===== config.mk =====
export PLATFORM = sky130hd
export DESIGN_NAME = fft8_input_loader
export DESIGN_NICKNAME = d
export VERILOG_FILES = /design/src/rtl/fft8_input_loader.sv
export SDC_FILE = /design/constraint.sdc
export NUM_CORES = 1
export LEC_CHECK = 0
export BUFFER_PORTS_ARGS = -buffer_cell sky130_fd_sc_hd__buf_2
export CORE_MARGIN = 2
export CORE_UTILIZATION = 40
export CTS_BUF_LIST = sky130_fd_sc_hd__clkbuf_4
export CTS_CLUSTER_DIAMETER = 40
export DETAILED_ROUTE_END_ITERATION = 7
export PLACE_DENSITY_LB_ADDON = 0.2
export SLEW_MARGIN = 20
export SYNTH_ARGS = -nofsm -noshare
export SYNTH_HDL_FRONTEND = slang
export SYNTH_SLANG_ARGS = --single-unit

===== constraint.sdc =====
create_clock -name clk -period 2.9 [get_ports clk]
set_input_delay 0 -clock clk [delete_from_list [all_inputs] [get_ports clk]]
set_output_delay 0 -clock clk [all_outputs]
set_load 0.02 [all_outputs]

===== src/rtl/fft8_input_loader.sv =====
// fft8_input_loader
// Accepts a stream of complex samples in natural order and writes them into
// the FFT register file at bit-reversed addresses. Once the eighth sample has
// been written it fires a single start pulse to the FFT control FSM and then
// blocks new input until that FSM reports completion.
//
// The framing rule is that in_last must arrive together with the eighth
// sample of a frame.
// - in_last arriving early aborts the partial frame.
// - A missing in_last is flagged, but the frame is still processed.
// Both cases raise a one-cycle frame_err pulse.
module fft8_input_loader #(
    parameter int N     = 8,
    parameter int WIDTH = 12
) (
    input  logic                    clk,
    input  logic                    rst,
    input  logic                    in_valid,
    output logic                    in_ready,
    input  logic signed [WIDTH-1:0] in_re,
    input  logic signed [WIDTH-1:0] in_im,
    input  logic                    in_last,
    output logic                    wr_en,
    output logic [2:0]              wr_addr,
    output logic signed [WIDTH-1:0] wr_re,
    output logic signed [WIDTH-1:0] wr_im,
    output logic                    fft_start,
    input  logic                    fft_done,
    output logic                    busy,
    output logic                    frame_err
);

    // Index of the final sample in a frame. The 3-bit counter and the
    // bit-reversal below only make sense for N == 8.
    localparam logic [2:0] LAST_IDX = 3'(N - 1);

    typedef enum logic [1:0] {
        S_LOAD,
        S_KICK,
        S_WAIT
    } state_t;

    state_t state_reg, state_next;

    logic [2:0]              cnt_reg, cnt_next;
    logic                    wr_en_reg, wr_en_next;
    logic [2:0]              wr_addr_reg, wr_addr_next;
    logic signed [WIDTH-1:0] wr_re_reg, wr_re_next;
    logic signed [WIDTH-1:0] wr_im_reg, wr_im_next;
    logic                    fft_start_reg, fft_start_next;
    logic                    busy_reg, busy_next;
    logic                    frame_err_reg, frame_err_next;

    logic       accept;
    logic [2:0] cnt_rev;

    // Input is only taken while collecting a frame.
    assign in_ready = (state_reg == S_LOAD);
    assign accept   = in_valid & in_ready;

    // Bit-reversed write address: bit gi of the address is bit (2-gi) of the count.
    generate
        for (genvar gi = 0; gi < 3; gi++) begin : g_bitrev
            assign cnt_rev[gi] = cnt_reg[2 - gi];
        end
    endgenerate

    // Next-state, counter and registered-output logic.
    always_comb begin
        state_next     = state_reg;
        cnt_next       = cnt_reg;
        wr_en_next     = 1'b0;
        wr_addr_next   = wr_addr_reg;
        wr_re_next     = wr_re_reg;
        wr_im_next     = wr_im_reg;
        fft_start_next = 1'b0;
        busy_next      = busy_reg;
        frame_err_next = 1'b0;

        case (state_reg)
            S_LOAD: begin
                if (accept) begin
                    wr_en_next   = 1'b1;
                    wr_addr_next = cnt_rev;
                    wr_re_next   = in_re;
                    wr_im_next   = in_im;
                    busy_next    = 1'b1;
                    if (cnt_reg == LAST_IDX) begin
                        // Full frame. A missing in_last is reported, but the
                        // frame still goes to the FFT.
                        cnt_next       = 3'd0;
                        state_next     = S_KICK;
                        frame_err_next = ~in_last;
                    end else if (in_last) begin
                        // Short frame: drop it. The next frame overwrites the
                        // entries already written.
                        cnt_next       = 3'd0;
                        frame_err_next = 1'b1;
                        busy_next      = 1'b0;
                    end else begin
                        cnt_next = cnt_reg + 3'd1;
                    end
                end
            end
            S_KICK: begin
                // The last write is on the bus during this cycle. Start goes
                // out one cycle later so that it never overtakes that write.
                state_next     = S_WAIT;
                fft_start_next = 1'b1;
            end
            S_WAIT: begin
                if (fft_done) begin
                    state_next = S_LOAD;
                    busy_next  = 1'b0;
                end
            end
            default: begin
                state_next = S_LOAD;
                cnt_next   = 3'd0;
                busy_next  = 1'b0;
            end
        endcase
    end

    // State register.
    always_ff @(posedge clk or posedge rst) begin
        if (rst) begin
            state_reg <= S_LOAD;
        end else begin
            state_reg <= state_next;
        end
    end

    // Sample counter and registered outputs.
    always_ff @(posedge clk or posedge rst) begin
        if (rst) begin
            cnt_reg       <= 3'd0;
            wr_en_reg     <= 1'b0;
            wr_addr_reg   <= 3'd0;
            wr_re_reg     <= '0;
            wr_im_reg     <= '0;
            fft_start_reg <= 1'b0;
            busy_reg      <= 1'b0;
            frame_err_reg <= 1'b0;
        end else begin
            cnt_reg       <= cnt_next;
            wr_en_reg     <= wr_en_next;
            wr_addr_reg   <= wr_addr_next;
            wr_re_reg     <= wr_re_next;
            wr_im_reg     <= wr_im_next;
            fft_start_reg <= fft_start_next;
            busy_reg      <= busy_next;
            frame_err_reg <= frame_err_next;
        end
    end

    assign wr_en     = wr_en_reg;
    assign wr_addr   = wr_addr_reg;
    assign wr_re     = wr_re_reg;
    assign wr_im     = wr_im_reg;
    assign fft_start = fft_start_reg;
    assign busy      = busy_reg;
    assign frame_err = frame_err_reg;

endmodule

==> summary.txt <==
Run status
  – Status: finished clean

Yosys
  – Adder-cell area share of the yosys netlist: 5.790%
  – Syn nets: 131
  – Mapped Area: 1513 um2
  – Mux cell area share after synthesis: 24.32%
  – Mapped Cells: 95
  – Largest family of logic cells by synthesized area: multiplexers
  – Ys Warns: 0
  – Xor-xnor portion of the synthesized cell area: 0%
  – FF+latch count, synth: 36
  – Seq/Total Area, Yosys: 59.55%
  – Area fraction in compound gates after synthesis: 1.820%
  – Simple-Gate Fraction of Synth Area: 5.459%
  – Yosys cell types: 16
  – Syn Area/Cell: 15.92 um2

Power
  – Lkg Pwr: 0.001090 uW
  – Flop pwr share: 39.1%
  – Clock Power Share: 11.6%
  – P_int: 1291 uW
  – Switching power: 799.2 uW
  – Sw Ratio: 38.24%
  – Maximum vdd drop: 0.4003 mV
  – P per Cell Area: 965.4 nW/um2
  – Comb pwr share: 49.2%

Clock tree
  – CTS tree: yes
  – Worst-Skew Late Latency: 0.33 ns
  – Post-cts resize count: 0
  – H-tree Lvls: 2
  – Hold_buf cts: 26
  – Setup Buffers After CTS: 0
  – Clock Tree Buf Depth: 2
  – Clock Sinks: 36
  – CTS Root Cell: clkbuf_4
  – CTS clock-pin slew for the worst setup and hold paths: 0.10 ns
  – CTS buffer count: 5

GRT
  – Largest net degree at the start of global routing: 33
  – Global Route Usage Sum: 14.36%
  – Grt total ovfl: 0
  – Number of global-route vias before repair: 1080
  – First-pass GRT wire length: 4540 um
  – Initial antenna violation count: 0

Drt
  – Antenna Nets Post-Route: 0
  – Iteration-0 DRC count of the detailed router: 19
  – Drt drc: 0
  – Vias/cell: 4.562
  – Avg WL per Cell: 12.01 um
  – Vias: 1072
  – Total wire length: 2822 um
  – DR pass1 iterations: 4

Die
  – Die width: 65.50 um
  – Core ar.: 3661 um2
  – Rows: 22
  – I/O Pins: 61
  – Chip Height: 65.50 um
  – Initial Util: 41.32%
  – DIE AREA: 4290 um2

Final layout
  – Filler instances: 304
  – Layout Area Growth over Synthesis: 43.09%
  – N_diodes: 0
  – Layout cells sized above 1: 55.08%
  – Final net count: 222
  – Final Non-Filler Cells: 235

Run
  – MaxCap Viol Count: 0

Setup path
  – CP endpoint kind: flip-flop
  – Worst EP arrival: 2.00 ns
  – CP bufs+invs: 1
  – Crit-path max FO: 29
  – CP delay by family, top: simple AND/OR/NAND/NOR gates
  – Cell Chain, Critical Path: inv_1 > ha_1 > nand2_2 > mux2_2
  – Crit. Startpoint: state_reg[0]$_DFFE_PP0P_
  – Crit-path slowest cell: nand2_2
  – Critical Path Start Type: flip-flop
  – Worst R2R Start: state_reg[0]$_DFFE_PP0P_
  – Crit Path Class: flip-flop to flip-flop
  – Req. time, crit path: 3.12 ns
  – CP peak stage delay: 0.55 ns

Timing
  – Worst-margin pin slew: 0.7341 ns
  – Setup TNS: 0 ns
  – Final WS setup: 1.123 ns
  – Worst slew margin: 50.89%
  – Hold Violations, Final: 0
  – Final worst-path cycle share: 61.28%
  – RSZ-0062 raised after global routing: false
  – Final Skew: 0.006402 ns
  – Post-layout min period: 1.777 ns
  – Final setup fails: 0
  – Achievable Freq: 562.7 MHz
  – Fin. max-slew vios: 0

Hold path
  – HP Class: input port to flip-flop
  – Beginning of the worst hold path: fft_done

Placement
  – Placed cells: 201
  – Dpl ws: 1.118 ns
  – Placer Congestion: 0.6412
  – Port Buffers: 60
-- placed cells by master (no fill, tap or decap) --
| cell | instances |
|---|---|
| a22o_1 | 2 |
| buf_2 | 60 |
| buf_4 | 1 |
| clkbuf_4 | 5 |
| clkinv_1 | 1 |
| clkinv_2 | 2 |
| dfrtp_1 | 36 |
| dlygate4sd3_1 | 26 |
| ha_1 | 7 |
| inv_1 | 4 |
| inv_2 | 1 |
| mux2_2 | 22 |
| mux2_4 | 8 |
| nand2_2 | 1 |
| nor2b_1 | 3 |
| nor2b_4 | 1 |
| nor3_1 | 3 |
| nor3b_1 | 1 |
| nor4b_2 | 1 |
| o32a_1 | 1 |
| or2_2 | 1 |
-- per-layer routing --
layer  share of wire [%]  track usage (%)
met5                   0                0
met3                 7.9            4.966
met1                  40            14.81
met2                  50            26.15
met4                 1.4            6.250
-- layout make-up --
cell class / instances / area (um2) / area share, %
repair buffers: 87 / 568.0 / 26.24
multi-input cells: 51 / 565.5 / 26.13
inverters: 5 / 18.77 / 0.8671
clock inverters: 3 / 13.76 / 0.6358
well taps: 48 / 60.06 / 2.775
clock buffers: 5 / 37.54 / 1.734
flip-flops and latches: 36 / 900.9 / 41.62
-- tightest hold or removal path: cells and delay by family --
kind	cells	cell delay [ns]
and+or+nand+nor	1	0.07
buffers and inverters	1	0.07
AOI/OAI and AO/OA	1	0.29
-- kinds of logic after synthesis --
family / Yosys count
fa+ha+maj: 7
compound gates: 3
flops: 36
buf+inv: 8
simple gates: 11
mux: 30
-- power groups by stage --
stage | Sequential [uW] | Combinational (uW) | Clock (uW)
after global routing | 843 | 1110 | 287
after detailed placement | 827 | 1020 | 0
after CTS | 820 | 1050 | 258
final | 818 | 1030 | 243
after global placement | 817 | 997 | 0
after floorplan | 1060 | 505 | 0
-- cells in the mapped netlist --
| cell type | n | area share, % |
|---|---|---|
| nor3_1 | 3 | 0.99 |
| a22o_1 | 2 | 1.2 |
| nor2b_4 | 1 | 0.91 |
| nor4b_2 | 1 | 0.99 |
| buf_6 | 2 | 1.5 |
| dfrtp_1 | 36 | 60 |
| mux2_4 | 8 | 7.9 |
| mux2_2 | 22 | 16 |
| buf_2 | 1 | 0.33 |
| nor3b_1 | 1 | 0.50 |
| o32a_1 | 1 | 0.66 |
| ha_1 | 7 | 5.8 |
| or2_2 | 1 | 0.41 |
| nor2b_1 | 3 | 1.2 |
| nand2_2 | 1 | 0.41 |
| inv_1 | 5 | 1.2 |
-- final timing paths --
| path | endpoint | slack (ns) | cells after the start |
|---|---|---|---|
| min in group asynchronous | fft_start$_DFF_PP0_ | 0.29 | 3 |
| setup reg to reg | wr_im[1]$_DFFE_PP0P_ | 1.12 | 4 |
| max in group asynchronous | wr_addr[1]$_DFFE_PP0P_ | 2.09 | 4 |
| hold reg to reg | wr_addr[1]$_DFFE_PP0P_ | 0.50 | 1 |
| hold / removal | state_reg[0]$_DFFE_PP0P_ | 0.14 | 3 |
| setup / recovery | wr_im[1]$_DFFE_PP0P_ | 1.12 | 4 |
-- per-stage QoR --
stage	hold slack, ns	util, %	total power (uW)	instance area (um2)
6_report	0.1356	59.13	2090	2165
5_1_grt	0.1429	59.13	2238	2165
4_1_cts	0.1147	59.13	2125	2165
3_5_place_dp	0.1353	50.62	1846	1853
3_3_place_gp	0.2320	50.62	1813	1853
2_1_floorplan	0.1485	-	1567	1513
(Power assumes the default switching activity.)
